**src/rtl/branch_fwd_if.sv**
```systemverilog
// Decode-side bundle for branch_fwd_ctrl: branch/destination info in, forwarding selects and stall out.
// BFWD_STALL_CNT_EN adds the stall_cnt member.
interface branch_fwd_if #(
  parameter int unsigned REG_ADDR_BITS = 5
);
  logic                     mem_stall;
  logic                     is_branch_s2;
  logic [REG_ADDR_BITS-1:0] rs_s2;
  logic [REG_ADDR_BITS-1:0] rt_s2;
  logic [REG_ADDR_BITS-1:0] rd_s2;
  logic                     reg_we_s2;
  logic                     mem_rd_s2;
  logic                     b_r1_fwd_s4;
  logic                     b_r2_fwd_s4;
  logic                     b_r1_fwd_s5;
  logic                     b_r2_fwd_s5;
  logic                     b_stall;
`ifdef BFWD_STALL_CNT_EN
  logic [31:0]              stall_cnt;

  modport master (
    output mem_stall, is_branch_s2, rs_s2, rt_s2, rd_s2, reg_we_s2, mem_rd_s2,
    input  b_r1_fwd_s4, b_r2_fwd_s4, b_r1_fwd_s5, b_r2_fwd_s5, b_stall, stall_cnt
  );
  modport slave (
    input  mem_stall, is_branch_s2, rs_s2, rt_s2, rd_s2, reg_we_s2, mem_rd_s2,
    output b_r1_fwd_s4, b_r2_fwd_s4, b_r1_fwd_s5, b_r2_fwd_s5, b_stall, stall_cnt
  );
`else
  modport master (
    output mem_stall, is_branch_s2, rs_s2, rt_s2, rd_s2, reg_we_s2, mem_rd_s2,
    input  b_r1_fwd_s4, b_r2_fwd_s4, b_r1_fwd_s5, b_r2_fwd_s5, b_stall
  );
  modport slave (
    input  mem_stall, is_branch_s2, rs_s2, rt_s2, rd_s2, reg_we_s2, mem_rd_s2,
    output b_r1_fwd_s4, b_r2_fwd_s4, b_r1_fwd_s5, b_r2_fwd_s5, b_stall
  );
`endif
endinterface

```
**src/rtl/branch_fwd_ctrl.sv**
```systemverilog
// Branch-compare forwarding select and decode stall generator with an s3/s4/s5 shadow pipeline.
// Optional stall counter enabled by BFWD_STALL_CNT_EN.
module branch_fwd_ctrl #(
  parameter int unsigned REG_ADDR_BITS = 5,
  parameter int unsigned ZERO_REG      = 0
) (
  input  logic         clk,
  input  logic         rst,
  branch_fwd_if.slave  bus
);
  localparam int unsigned RW = REG_ADDR_BITS;
  localparam logic [RW-1:0] ZERO_RD = RW'(ZERO_REG);

  typedef struct packed {
    logic          vld;
    logic          we;
    logic          ld;
    logic [RW-1:0] rd;
  } stage_t;

  stage_t s3_q, s4_q, s5_q;
  stage_t s3_d, s4_d, s5_d;

  logic wr_s3, wr_s4, wr_s5;
  logic m1_s3, m1_s4, m1_s5;
  logic m2_s3, m2_s4, m2_s5;
  logic haz;
  logic stall_c;
  logic r1_fwd_s4_c, r2_fwd_s4_c, r1_fwd_s5_c, r2_fwd_s5_c;

  // Hazard detection and forwarding selection from the current shadow state
  always_comb begin
    wr_s3 = s3_q.vld & s3_q.we & (s3_q.rd != ZERO_RD);
    wr_s4 = s4_q.vld & s4_q.we & (s4_q.rd != ZERO_RD);
    wr_s5 = s5_q.vld & s5_q.we & (s5_q.rd != ZERO_RD);

    m1_s3 = wr_s3 & (s3_q.rd == bus.rs_s2);
    m1_s4 = wr_s4 & (s4_q.rd == bus.rs_s2);
    m1_s5 = wr_s5 & (s5_q.rd == bus.rs_s2);
    m2_s3 = wr_s3 & (s3_q.rd == bus.rt_s2);
    m2_s4 = wr_s4 & (s4_q.rd == bus.rt_s2);
    m2_s5 = wr_s5 & (s5_q.rd == bus.rt_s2);

    // s3 has no result yet; a load in s4 only has data once it reaches s5
    haz = bus.is_branch_s2 & (m1_s3 | m2_s3 | ((m1_s4 | m2_s4) & s4_q.ld));

    // Outputs forced low while reset is held, since the state is not cleared until the edge
    stall_c     = ~rst & haz;
    r1_fwd_s4_c = ~rst & bus.is_branch_s2 & m1_s4 & ~s4_q.ld;
    r2_fwd_s4_c = ~rst & bus.is_branch_s2 & m2_s4 & ~s4_q.ld;
    r1_fwd_s5_c = ~rst & bus.is_branch_s2 & m1_s5 & ~r1_fwd_s4_c;
    r2_fwd_s5_c = ~rst & bus.is_branch_s2 & m2_s5 & ~r2_fwd_s4_c;
  end

  // Shadow pipeline advance; a stalled decode slot enters s3 as a bubble
  always_comb begin
    s3_d = s3_q;
    s4_d = s4_q;
    s5_d = s5_q;
    if (!bus.mem_stall) begin
      s5_d = s4_q;
      s4_d = s3_q;
      if (stall_c) begin
        s3_d = '0;
      end else begin
        s3_d = '{vld: 1'b1, we: bus.reg_we_s2, ld: bus.mem_rd_s2, rd: bus.rd_s2};
      end
    end
  end

  always_ff @(posedge clk) begin
    if (rst) begin
      s3_q <= '0;
      s4_q <= '0;
      s5_q <= '0;
    end else begin
      s3_q <= s3_d;
      s4_q <= s4_d;
      s5_q <= s5_d;
    end
  end

  assign bus.b_stall     = stall_c;
  assign bus.b_r1_fwd_s4 = r1_fwd_s4_c;
  assign bus.b_r2_fwd_s4 = r2_fwd_s4_c;
  assign bus.b_r1_fwd_s5 = r1_fwd_s5_c;
  assign bus.b_r2_fwd_s5 = r2_fwd_s5_c;

`ifdef BFWD_STALL_CNT_EN
  logic [31:0] stall_cnt_q, stall_cnt_d;

  // Saturating count of cycles in which a real bubble is inserted
  always_comb begin
    stall_cnt_d = stall_cnt_q;
    if (stall_c && !bus.mem_stall && (stall_cnt_q != 32'hFFFF_FFFF)) begin
      stall_cnt_d = stall_cnt_q + 32'd1;
    end
  end

  always_ff @(posedge clk) begin
    if (rst) begin
      stall_cnt_q <= 32'd0;
    end else begin
      stall_cnt_q <= stall_cnt_d;
    end
  end

  assign bus.stall_cnt = stall_cnt_q;
`endif

endmodule

```
**src/flat_wrapper.sv**
```systemverilog
// flat-port wrapper written by rule: the top's interface ports become plain ports
module branch_fwd_ctrl_flat 
#(
  parameter int unsigned REG_ADDR_BITS = 5,
  parameter int unsigned ZERO_REG      = 0
)
  (clk, rst, bus_mem_stall, bus_is_branch_s2, bus_rs_s2, bus_rt_s2, bus_rd_s2, bus_reg_we_s2, bus_mem_rd_s2, bus_b_r1_fwd_s4, bus_b_r2_fwd_s4, bus_b_r1_fwd_s5, bus_b_r2_fwd_s5, bus_b_stall);
  branch_fwd_if #(.REG_ADDR_BITS(REG_ADDR_BITS)) bus_i ();
  input  logic clk;
  input  logic rst;
  input wire logic [$bits(bus_i.mem_stall)-1:0] bus_mem_stall;
  input wire logic [$bits(bus_i.is_branch_s2)-1:0] bus_is_branch_s2;
  input wire logic [$bits(bus_i.rs_s2)-1:0] bus_rs_s2;
  input wire logic [$bits(bus_i.rt_s2)-1:0] bus_rt_s2;
  input wire logic [$bits(bus_i.rd_s2)-1:0] bus_rd_s2;
  input wire logic [$bits(bus_i.reg_we_s2)-1:0] bus_reg_we_s2;
  input wire logic [$bits(bus_i.mem_rd_s2)-1:0] bus_mem_rd_s2;
  output wire logic [$bits(bus_i.b_r1_fwd_s4)-1:0] bus_b_r1_fwd_s4;
  output wire logic [$bits(bus_i.b_r2_fwd_s4)-1:0] bus_b_r2_fwd_s4;
  output wire logic [$bits(bus_i.b_r1_fwd_s5)-1:0] bus_b_r1_fwd_s5;
  output wire logic [$bits(bus_i.b_r2_fwd_s5)-1:0] bus_b_r2_fwd_s5;
  output wire logic [$bits(bus_i.b_stall)-1:0] bus_b_stall;
  assign bus_i.mem_stall = bus_mem_stall;
  assign bus_i.is_branch_s2 = bus_is_branch_s2;
  assign bus_i.rs_s2 = bus_rs_s2;
  assign bus_i.rt_s2 = bus_rt_s2;
  assign bus_i.rd_s2 = bus_rd_s2;
  assign bus_i.reg_we_s2 = bus_reg_we_s2;
  assign bus_i.mem_rd_s2 = bus_mem_rd_s2;
  assign bus_b_r1_fwd_s4 = bus_i.b_r1_fwd_s4;
  assign bus_b_r2_fwd_s4 = bus_i.b_r2_fwd_s4;
  assign bus_b_r1_fwd_s5 = bus_i.b_r1_fwd_s5;
  assign bus_b_r2_fwd_s5 = bus_i.b_r2_fwd_s5;
  assign bus_b_stall = bus_i.b_stall;
  branch_fwd_ctrl #(.REG_ADDR_BITS(REG_ADDR_BITS), .ZERO_REG(ZERO_REG)) u_core (.clk(clk), .rst(rst), .bus(bus_i));
endmodule
```
**config.mk**
```make
export PLATFORM = sky130hd
export DESIGN_NAME = branch_fwd_ctrl_flat
export DESIGN_NICKNAME = d
export VERILOG_FILES = /design/src/rtl/branch_fwd_if.sv /design/src/rtl/branch_fwd_ctrl.sv /design/src/flat_wrapper.sv
export SDC_FILE = /design/constraint.sdc
export NUM_CORES = 1
export LEC_CHECK = 0
export BUFFER_PORTS_ARGS = -buffer_cell sky130_fd_sc_hd__buf_2
export CAP_MARGIN = 20
export CORE_AREA = 2 2 76 56
export CTS_CLUSTER_DIAMETER = 200
export DETAILED_ROUTE_END_ITERATION = 10
export DIE_AREA = 0 0 78 58
export HOLD_SLACK_MARGIN = 0.06
export PLACE_DENSITY = 0.59
export SLEW_MARGIN = 40
export SYNTH_ARGS = -nofsm -noshare
export SYNTH_HDL_FRONTEND = slang
export SYNTH_SLANG_ARGS = --single-unit
```
**constraint.sdc**
```tcl
create_clock -name clk -period 2.22 [get_ports clk]
set_clock_uncertainty 0.15 [all_clocks]
set_input_delay 0.444 -clock clk [delete_from_list [all_inputs] [get_ports clk]]
set_output_delay 0.444 -clock clk [all_outputs]
set_load 0.02 [all_outputs]
```
# After elaboration in Yosys (flattened, before gate mapping)
# Cells that the tools add are included.
[totals]
ff_bits = 23
output_inout_bits = 5
[op_classes]
eq_ne = 6
n_mux = 1
n_bitwise = 31
n_reduce_logical = 3
[op_table]
columns = ["op", "count"]
rows = [
  ["5-bit equality test", 6],
  ["1-bit bitwise AND", 24],
  ["5-bit nonzero test", 3],
  ["8-bit 2-to-1 mux", 1],
  ["1-bit NOT", 4],
  ["1-bit bitwise OR", 3],
]

# Longest topological paths before layout
# Gate-level depths: netlist of run 1.
[logic_depth]
ltp_word = 9
mapped_depth = 6

# Worst setup path before layout of run 1
# OpenSTA, ideal clock, no wires.
[synth_path]
kind = "reg2out"
start = "register u_core.s4_q[0] (netlist name)"
end = "output bus_b_r1_fwd_s5"
t_arrival_ns = 1.773
t_required_ns = 1.626
slack_ns = -0.147
path_stages_with_launch = 5
path_buffers = 0
path_cell_list = "dfxtp_1 -> or4_1 -> o211ai_1 -> nor2_1 -> nor3_1"
[synth_between]
elab_chain_cells = 7
word_cells_on_any_way = 8
[synth_rtl]
columns = ["element", "line", "text"]
rows = [
  ["start: declaration", "branch_fwd_ctrl.sv:21", "stage_t s3_q, s4_q, s5_q;"],
  ["start signal: assignment", "branch_fwd_ctrl.sv:74", "s4_q <= '0;"],
  ["start signal: assignment", "branch_fwd_ctrl.sv:78", "s4_q <= s4_d;"],
  ["5-bit nonzero test", "branch_fwd_ctrl.sv:34", "wr_s4 = s4_q.vld & s4_q.we & (s4_q.rd != ZERO_RD);"],
  ["1-bit bitwise AND", "branch_fwd_ctrl.sv:34", ""],
  ["1-bit bitwise AND (*)", "branch_fwd_ctrl.sv:38", "m1_s4 = wr_s4 & (s4_q.rd == bus.rs_s2);"],
  ["1-bit bitwise AND (*) (2 in a row)", "branch_fwd_ctrl.sv:49", "r1_fwd_s4_c = ~rst & bus.is_branch_s2 & m1_s4 & ~s4_q.ld;"],
  ["net bus_b_r1_fwd_s4", "flat_wrapper.sv:18", "output wire logic [$bits(bus_i.b_r1_fwd_s4)-1:0] bus_b_r1_fwd_s4;"],
  ["1-bit NOT (*)", "branch_fwd_ctrl.sv:51", "r1_fwd_s5_c = ~rst & bus.is_branch_s2 & m1_s5 & ~r1_fwd_s4_c;"],
  ["1-bit bitwise AND (*)", "branch_fwd_ctrl.sv:51", ""],
  ["end: declaration", "flat_wrapper.sv:20", "output wire logic [$bits(bus_i.b_r1_fwd_s5)-1:0] bus_b_r1_fwd_s5;"],
]
# Mark *: on every way through the listed nets, which the timed path passes. The rest lies on a longest branch.

# Worst setup path after layout of run 1
[layout_path]
start = "register u_core.s4_q[2] (netlist name)"
end = "output bus_b_r1_fwd_s4"
[layout_between]
elab_chain_cells = 5
word_cells_on_any_way = 6
[layout_rtl]
columns = ["element", "line"]
rows = [
  ["5-bit nonzero test", "branch_fwd_ctrl.sv:34"],
  ["1-bit bitwise AND", "branch_fwd_ctrl.sv:34"],
  ["1-bit bitwise AND (*)", "branch_fwd_ctrl.sv:38"],
  ["1-bit bitwise AND (*) (2 in a row)", "branch_fwd_ctrl.sv:49"],
  ["end: declaration", "flat_wrapper.sv:18"],
]
# Every way passes the cells marked *; elsewhere a longest branch is shown, timed or not.

==> results of run 1 <==
==> cell usage in the layout, fill, tap and decap left out <==
cell and instances:
a21oi_2 2, and3_1 1, buf_2 20, buf_4 16
buf_6 3, clkbuf_1 1, clkbuf_8 3, dfxtp_1 21
dfxtp_2 2, inv_1 1, mux2i_1 15, nand2_1 14
nand3_1 6, nand3b_1 1, nor2_1 16, nor2_2 2
nor2b_1 2, nor3_1 6, nor3_2 2, o2111ai_1 1
o2111ai_2 1, o211ai_1 1, o211ai_2 1, o31ai_1 7
o41ai_2 1, or2_1 1, or4_1 1, or4_4 2
xnor2_1 12, xor2_1 18
==> timing repair <==
item | 4_1_cts | 5_1_grt
hold buffers | 0 | 0
gates resized for setup | 13 | 0
hold endpoints to repair | 0 | 0
pin swaps | 9 | 5
setup endpoints to repair | 5 | 5
setup buffers | 2 | 0
==> sequential cells by signal, summed over array words and instances (netlist names) <==
register / cells
u_core.s4_q: 8
u_core.s3_q: 8
u_core.s5_q: 7
==> metrics by stage <==
stage / TNS [ns] / worst slack [ns]
2_1_floorplan: 0 / 0.00864
3_3_place_gp: 0 / 0.0703
3_5_place_dp: 0 / 0.0411
4_1_cts: -0.845 / -0.184
5_1_grt: -1.06 / -0.235
6_report: -0.676 / -0.149
==> final cells by class <==
cell class                 count  area [um2]  share of cell area, %
clock buffer                   4        45.0                   2.74
inverter                       1        3.75                  0.229
multi-input combinational    113         811                   49.4
sequential                    23         463                   28.2
tap                           52        65.1                   3.96
timing repair buffer          39         254                   15.5
==> cell families (layout without fill, tap and decap cells) <==
logic type | after synthesis | after routing | synth area share (%)
simple gates | 54 | 54 | 19.5
xor+xnor | 30 | 30 | 20.6
flops | 23 | 23 | 36.0
mux | 15 | 15 | 11.8
compound gates | 14 | 14 | 10.2
buf+inv | 6 | 44 | 1.96
==> routing by layer <==
metal / GRT usage, % / part of all wire (%) / vias to the layer above
li1: - / - / 563
met1: 21.3 / 51 / 514
met2: 23.2 / 42 / 37
met3: 3.58 / 5.2 / 6
met4: 4.76 / 1.3 / 0
met5: 0 / 0 / -
==> worst min path at each step <==
stage | endpoint | slack, ns | cells past startpoint | startpoint
4_1_cts | u_core.s3_q[3] | 0.26 | 3 | bus_rd_s2[3]
3_3_place_gp | u_core.s3_q[5] | 0.30 | 2 | u_core.s3_q[5]
5_1_grt | u_core.s3_q[4] | 0.27 | 3 | bus_rd_s2[4]
6_report | u_core.s3_q[3] | 0.27 | 3 | bus_rd_s2[3]
3_5_place_dp | u_core.s3_q[5] | 0.32 | 2 | u_core.s3_q[5]
2_1_floorplan | u_core.s3_q[5] | 0.27 | 2 | u_core.s3_q[5]
==> critical path, delay by kind of cell (launching register included) <==
kind,cells,cell delay (ns)
buffers and inverters,2,0.27
DFF,1,0.32
AOI/OAI and AO/OA,1,0.29
and+or+nand+nor,2,0.64
==> power by group <==
part	switching (mW)	internal [mW]	leakage, nW
clock	0.134	0.128	0.0228
combinational	0.0752	0.0731	0.511
sequential	0.0150	0.429	0.189
total	0.224	0.630	0.722
==> impl_table.tex, run 1 <==
\begin{tabular}{lr}
\hline
Metric & Value \\
\hline
\multicolumn{2}{l}{\textbf{Yosys}} \\
Leading post-synthesis cells by instance count & dfxtp\_1, nor2\_1, xor2\_1 \\
Number of flops mapped to enable cells by yosys & 0 \\
Nets in the synthesized netlist & 163 \\
Largest area contributor in the synthesized netlist & dfxtp\_1 \\
Largest cells by area after synthesis & dfxtp\_1, xor2\_1, mux2i\_1, xnor2\_1, nor2\_1 \\
Ys async rst share & 0\% \\
Library cell with the highest instance count after synthesis & dfxtp\_1 \\
Proportion of netlist area held by the largest area contributor & 36.0\% \\
Number of storage elements in the synthesis netlist & 23 \\
Sequential-to-total area share from yosys stat & 36.0\% \\
Post-synthesis cell type count & 24 \\
Post-Syn Area & 0.00128 mm2 \\
Synthesized instance count & 142 \\
Synth Warn \# & 0 \\
Avg Cell Area, Syn & about 9 um2 \\
Prevailing post-synth register cell & dfxtp\_1 \\
\multicolumn{2}{l}{\textbf{Setup path}} \\
CP Cell Sequence & or4\_4, o211ai\_1, nor2\_2, buf\_4, buf\_6 \\
Category of the most critical setup path & register to primary output \\
Length in cells of the worst reg-to-reg path & 5 \\
End of the worst register-to-register path & u\_core.s3\_q[1] \\
Cell with the largest stage delay on the worst path & or4\_4 \\
Critical Path End Type & primary output \\
Critical Path Fanout Max & 2 \\
Critical path endpoint & bus\_b\_r1\_fwd\_s4 \\
Arrival time reported for the critical path endpoint & 1.77 ns \\
Reg-to-reg critical path startpoint & u\_core.s4\_q[2] \\
Data required time at the worst endpoint & 1.63 ns \\
Longest individual stage delay on the worst path & 0.54 ns \\
R2R Setup Slk & 0.47 ns \\
Launching element of the worst setup path & u\_core.s4\_q[2] \\
Setup crit start kind & register \\
\multicolumn{2}{l}{\textbf{GRT}} \\
Number of antenna violations at the first check in global routing & 0 \\
Overflow after GRT & 0 \\
Combined global-route utilization of all metal layers & 15.1\% \\
Largest net degree at the start of global routing & 20 \\
First-pass GRT wire length & between 5000 and 6000 um \\
Number of global-route vias before repair & 1152 \\
\multicolumn{2}{l}{\textbf{Clock network}} \\
Clock latency on the worst-skew pair & 0.27 ns \\
Clock tree from TritonCTS & yes \\
Count of clock tree sinks & 23 \\
Clock buffers created by TritonCTS & 3 \\
Clock-pin slew of the registers on the worst-case setup and hold paths & 0.08 ns \\
Total number of H-tree levels & 1 \\
Root Driver & clkbuf\_8 \\
Maximum count of clock buffers along a single path & 2 \\
\multicolumn{2}{l}{\textbf{Timing}} \\
Count of pins over their slew limit & 0 \\
Fin Hold WS & 0.270 ns \\
Final hold violation count & 0 \\
Worst slew slack as a fraction of its limit & 69.7\% \\
Final critical delay including setup and external delays & 2.37 ns \\
Worst slew pin tran & 0.454 ns \\
Fmax & 422 MHz \\
RSZ-0062 raised after global routing & yes \\
Number of setup violations in the final report & 5 \\
Period utilization & 107\% \\
Least setup slack across all paths after layout & -0.149 ns \\
\multicolumn{2}{l}{\textbf{Die}} \\
Die Outline Area & between 0.004 and 0.005 mm2 \\
Core area & 0.00380 mm2 \\
\# IOs & 26 \\
Initial Util & 33.6\% \\
Floorplan die width & about 78 um \\
Die Y-Extent & 58 um \\
Number of rows in the core area & 19 \\
\multicolumn{2}{l}{\textbf{Routing}} \\
Pre-antenna DRT Iters & 4 \\
Final routed wirelength across all metal layers & 3180 um \\
DRC errors left & 0 \\
Number of antenna-violating nets in the routed design & 0 \\
Number of vias per cell & approximately 4.8 \\
Routed via count & approximately 1100 \\
Starting DRC count in detailed routing & 77 \\
Routed length per placed instance & 13.7 um \\
\multicolumn{2}{l}{\textbf{Place}} \\
Post-placement cell area & approximately 0.0015 mm2 \\
Number of port buffers & 25 \\
Placed Cells incl. Taps & 226 \\
Global placer's final weighted congestion & 0.924 \\
Hpwl dp & between 2000 and 3000 um \\
\multicolumn{2}{l}{\textbf{Cells and area}} \\
Filler Cell Count & 396 \\
Share of layout cells above drive strength 1 & 30.6\% \\
Antenna diode instance count & 0 \\
Final core area utilization & 43.2\% \\
Layout overhead on the synthesized area & 28.5\% \\
Layout Cell Area excl Fill & 0.00164 mm2 \\
Nets & 202 \\
Fin cells & 232 \\
\multicolumn{2}{l}{\textbf{Power and ir drop}} \\
Total design power & 0.854 mW \\
Pwr dens & 520 mW/mm2 \\
Worst ir drop on vdd & 255 uV \\
LEAKAGE & 0.722 nW \\
\multicolumn{2}{l}{\textbf{Min path}} \\
Worst hold-check path type & input port to register \\
\multicolumn{2}{l}{\textbf{Outcome}} \\
Result of the run & finished with violations \\
Violations in the final reports & setup timing \\
\multicolumn{2}{l}{\textbf{Flow run}} \\
Number of max-cap violations & 0 \\
\hline
\end{tabular}
Note: power is estimated with default switching activity, not from simulation.
==> run 2, diff against run 1 <==
Settings changed: RECOVER_POWER from default to 50.
==> run 2 against run 1 <==
Net effect:
- the run still ends with setup timing left
- sequential power is essentially flat
- largest cell class unchanged
- total power shrank 0.10%
- first-iteration DRC count grew 3.9%
==> impl_table.tex, run 2 (synthesis results as in run 1) <==
\begin{tabular}{lr}
\hline
Metric & Value \\
\hline
\multicolumn{2}{l}{\textbf{Outcome}} \\
Result of the run & finished with violations \\
Violations in the final reports & setup timing \\
\multicolumn{2}{l}{\textbf{Routing}} \\
Starting DRC count in detailed routing & 80 \\
Routed length per placed instance & $\sim$14 um \\
Pre-antenna DRT Iters & 4 \\
Number of vias per cell & $\sim$4.8 \\
Final routed wirelength across all metal layers & around 3200 um \\
Number of antenna-violating nets in the routed design & 0 \\
DRC errors left & 0 \\
Routed via count & 1124 \\
\multicolumn{2}{l}{\textbf{Clock network}} \\
Clock tree from TritonCTS & yes \\
Total number of H-tree levels & 1 \\
Clock-pin slew of the registers on the worst-case setup and hold paths & 0.08 ns \\
Maximum count of clock buffers along a single path & 2 \\
Count of clock tree sinks & 23 \\
Clock latency on the worst-skew pair & 0.27 ns \\
Root Driver & clkbuf\_8 \\
Number of hold buffers added after cts & 0 \\
Clock buffers created by TritonCTS & 3 \\
\multicolumn{2}{l}{\textbf{GRT}} \\
Largest net degree at the start of global routing & 20 \\
Overflow after GRT & 0 \\
Number of antenna violations at the first check in global routing & 0 \\
Number of global-route vias before repair & 1152 \\
First-pass GRT wire length & 5330 um \\
Combined global-route utilization of all metal layers & 15.1\% \\
\multicolumn{2}{l}{\textbf{Place}} \\
Pre-CTS setup slack & slightly above 0.04 ns \\
Global placer's final weighted congestion & 0.924 \\
Number of port buffers & 25 \\
Hpwl dp & 2510 um \\
\multicolumn{2}{l}{\textbf{Timing}} \\
Fmax & 422 MHz \\
Worst slew pin tran & 0.858 ns \\
Final total negative setup slack & -0.678 ns \\
Final hold violation count & 0 \\
Final critical delay including setup and external delays & roughly 2.4 ns \\
Count of pins over their slew limit & 0 \\
Worst slew slack as a fraction of its limit & between 40\% and 50\% \\
RSZ-0062 raised after global routing & yes \\
Least setup slack across all paths after layout & -0.149 ns \\
Period utilization & 107\% \\
Number of setup violations in the final report & 5 \\
\multicolumn{2}{l}{\textbf{Power and ir drop}} \\
Clock group share of total power & 30.7\% \\
LEAKAGE & roughly 0.72 nW \\
Sequential share of power & 52.0\% \\
Power dissipated by switching net loads & 0.224 mW \\
Worst ir drop on vdd & 255 uV \\
Power share of the combinational group & 17.3\% \\
Proportion of total power due to net switching & 26.2\% \\
Pwr dens & 521 mW/mm2 \\
Cell internal pwr & 0.630 mW \\
Total design power & 0.853 mW \\
\multicolumn{2}{l}{\textbf{Die}} \\
Number of rows in the core area & 19 \\
Core area & 0.00380 mm2 \\
Initial Util & 33.6\% \\
\# IOs & 26 \\
Die Y-Extent & 58 um \\
Floorplan die width & between 70 and 80 um \\
Die Outline Area & between 0.004 and 0.005 mm2 \\
\multicolumn{2}{l}{\textbf{Setup path}} \\
Category of the most critical setup path & register to primary output \\
Setup crit start kind & register \\
Arrival time reported for the critical path endpoint & between 1.5 and 2 ns \\
Reg-to-reg critical path startpoint & u\_core.s4\_q[2] \\
End of the worst register-to-register path & u\_core.s3\_q[1] \\
Length in cells of the worst reg-to-reg path & 5 \\
Critical Path Fanout Max & 2 \\
Data required time at the worst endpoint & 1.63 ns \\
Critical Path End Type & primary output \\
R2R Setup Slk & 0.47 ns \\
\multicolumn{2}{l}{\textbf{Cells and area}} \\
Leading cell type in the layout, fill and taps excluded & dfxtp\_1 \\
Layout overhead on the synthesized area & 28.1\% \\
Share of layout cells above drive strength 1 & 29.4\% \\
Commonest cells after routing, fill and taps aside & dfxtp\_1, buf\_2, xor2\_1 \\
Nets & just over 200 \\
Registers with the most flip-flops & u\_core.s3\_q: 8 flops, u\_core.s4\_q: 8 flops, u\_core.s5\_q: 7 flops \\
Final core area utilization & 43.0\% \\
Antenna diode instance count & 0 \\
\multicolumn{2}{l}{\textbf{Min path}} \\
Worst hold path cell count & 3 \\
Worst hold-check path type & input port to register \\
Hold path startpoint & bus\_rd\_s2[3] \\
Endpoint, Worst Hold & u\_core.s3\_q[3] \\
\multicolumn{2}{l}{\textbf{Flow run}} \\
Number of max-cap violations & 0 \\
\hline
\end{tabular}
==> run 2: final cells by class <==
cell class	count	area (um2)
clock buffers	4	45.0
fillers	398	2170
inverters	1	3.75
multi-input cells	113	811
flip-flops and latches	23	463
well taps	52	65.1
repair buffers	39	249
==> run 2: repair_timing <==
item                                    CTS  global route
buffers inserted                          2             0
pin swaps                                 9             5
gates resized for setup                  13             0
endpoints found under the setup margin    5             5
==> run 2: worst max-delay path, stage by stage, from the launching register on <==
cell and delay [ns]:
dfxtp_2 0.32, or4_4 0.54, o211ai_1 0.29, nor2_2 0.10, buf_4 0.15, buf_6 0.12
==> run 2: power groups by stage <==
stage               Combinational, mW  Clock (mW)  Sequential (mW)
finish                          0.147       0.262            0.444
global placement                0.143           0            0.452
detailed placement              0.146           0            0.453
CTS                             0.149       0.269            0.444
floorplan                      0.0857           0            0.453
global route                    0.162       0.290            0.447
==> run 2: per-stage QoR <==
stage | hold slack [ns] | instances | instance area [um2]
2_1_floorplan | 0.274 | 142 | 1290
3_3_place_gp | 0.298 | 226 | 1550
4_1_cts | 0.259 | 232 | 1640
3_5_place_dp | 0.320 | 226 | 1550
6_report | 0.270 | 232 | 1640
5_1_grt | 0.274 | 232 | 1640
==> run 2: worst max path at each step <==
stage / slack (ns) / depth (start not counted) / endpoint / start
floorplan: 0.009 / 4 / bus_b_r1_fwd_s5 / u_core.s4_q[0]
global placement: 0.07 / 5 / bus_b_r1_fwd_s5 / u_core.s4_q[0]
detailed placement: 0.04 / 5 / bus_b_r2_fwd_s5 / u_core.s4_q[0]
CTS: -0.18 / 5 / bus_b_r2_fwd_s5 / u_core.s4_q[2]
global route: -0.24 / 5 / bus_b_r2_fwd_s5 / u_core.s4_q[2]
finish: -0.15 / 5 / bus_b_r1_fwd_s4 / u_core.s4_q[2]
==> run 2: metal layers <==
layer,track usage [%],wire length (um),up-vias,share of wire [%]
met3,3.58,162,6,5.1
li1,-,-,563,-
met4,4.76,40,0,1.3
met5,0,0,-,0
met2,23.2,1350,36,42
met1,21.3,1630,519,51
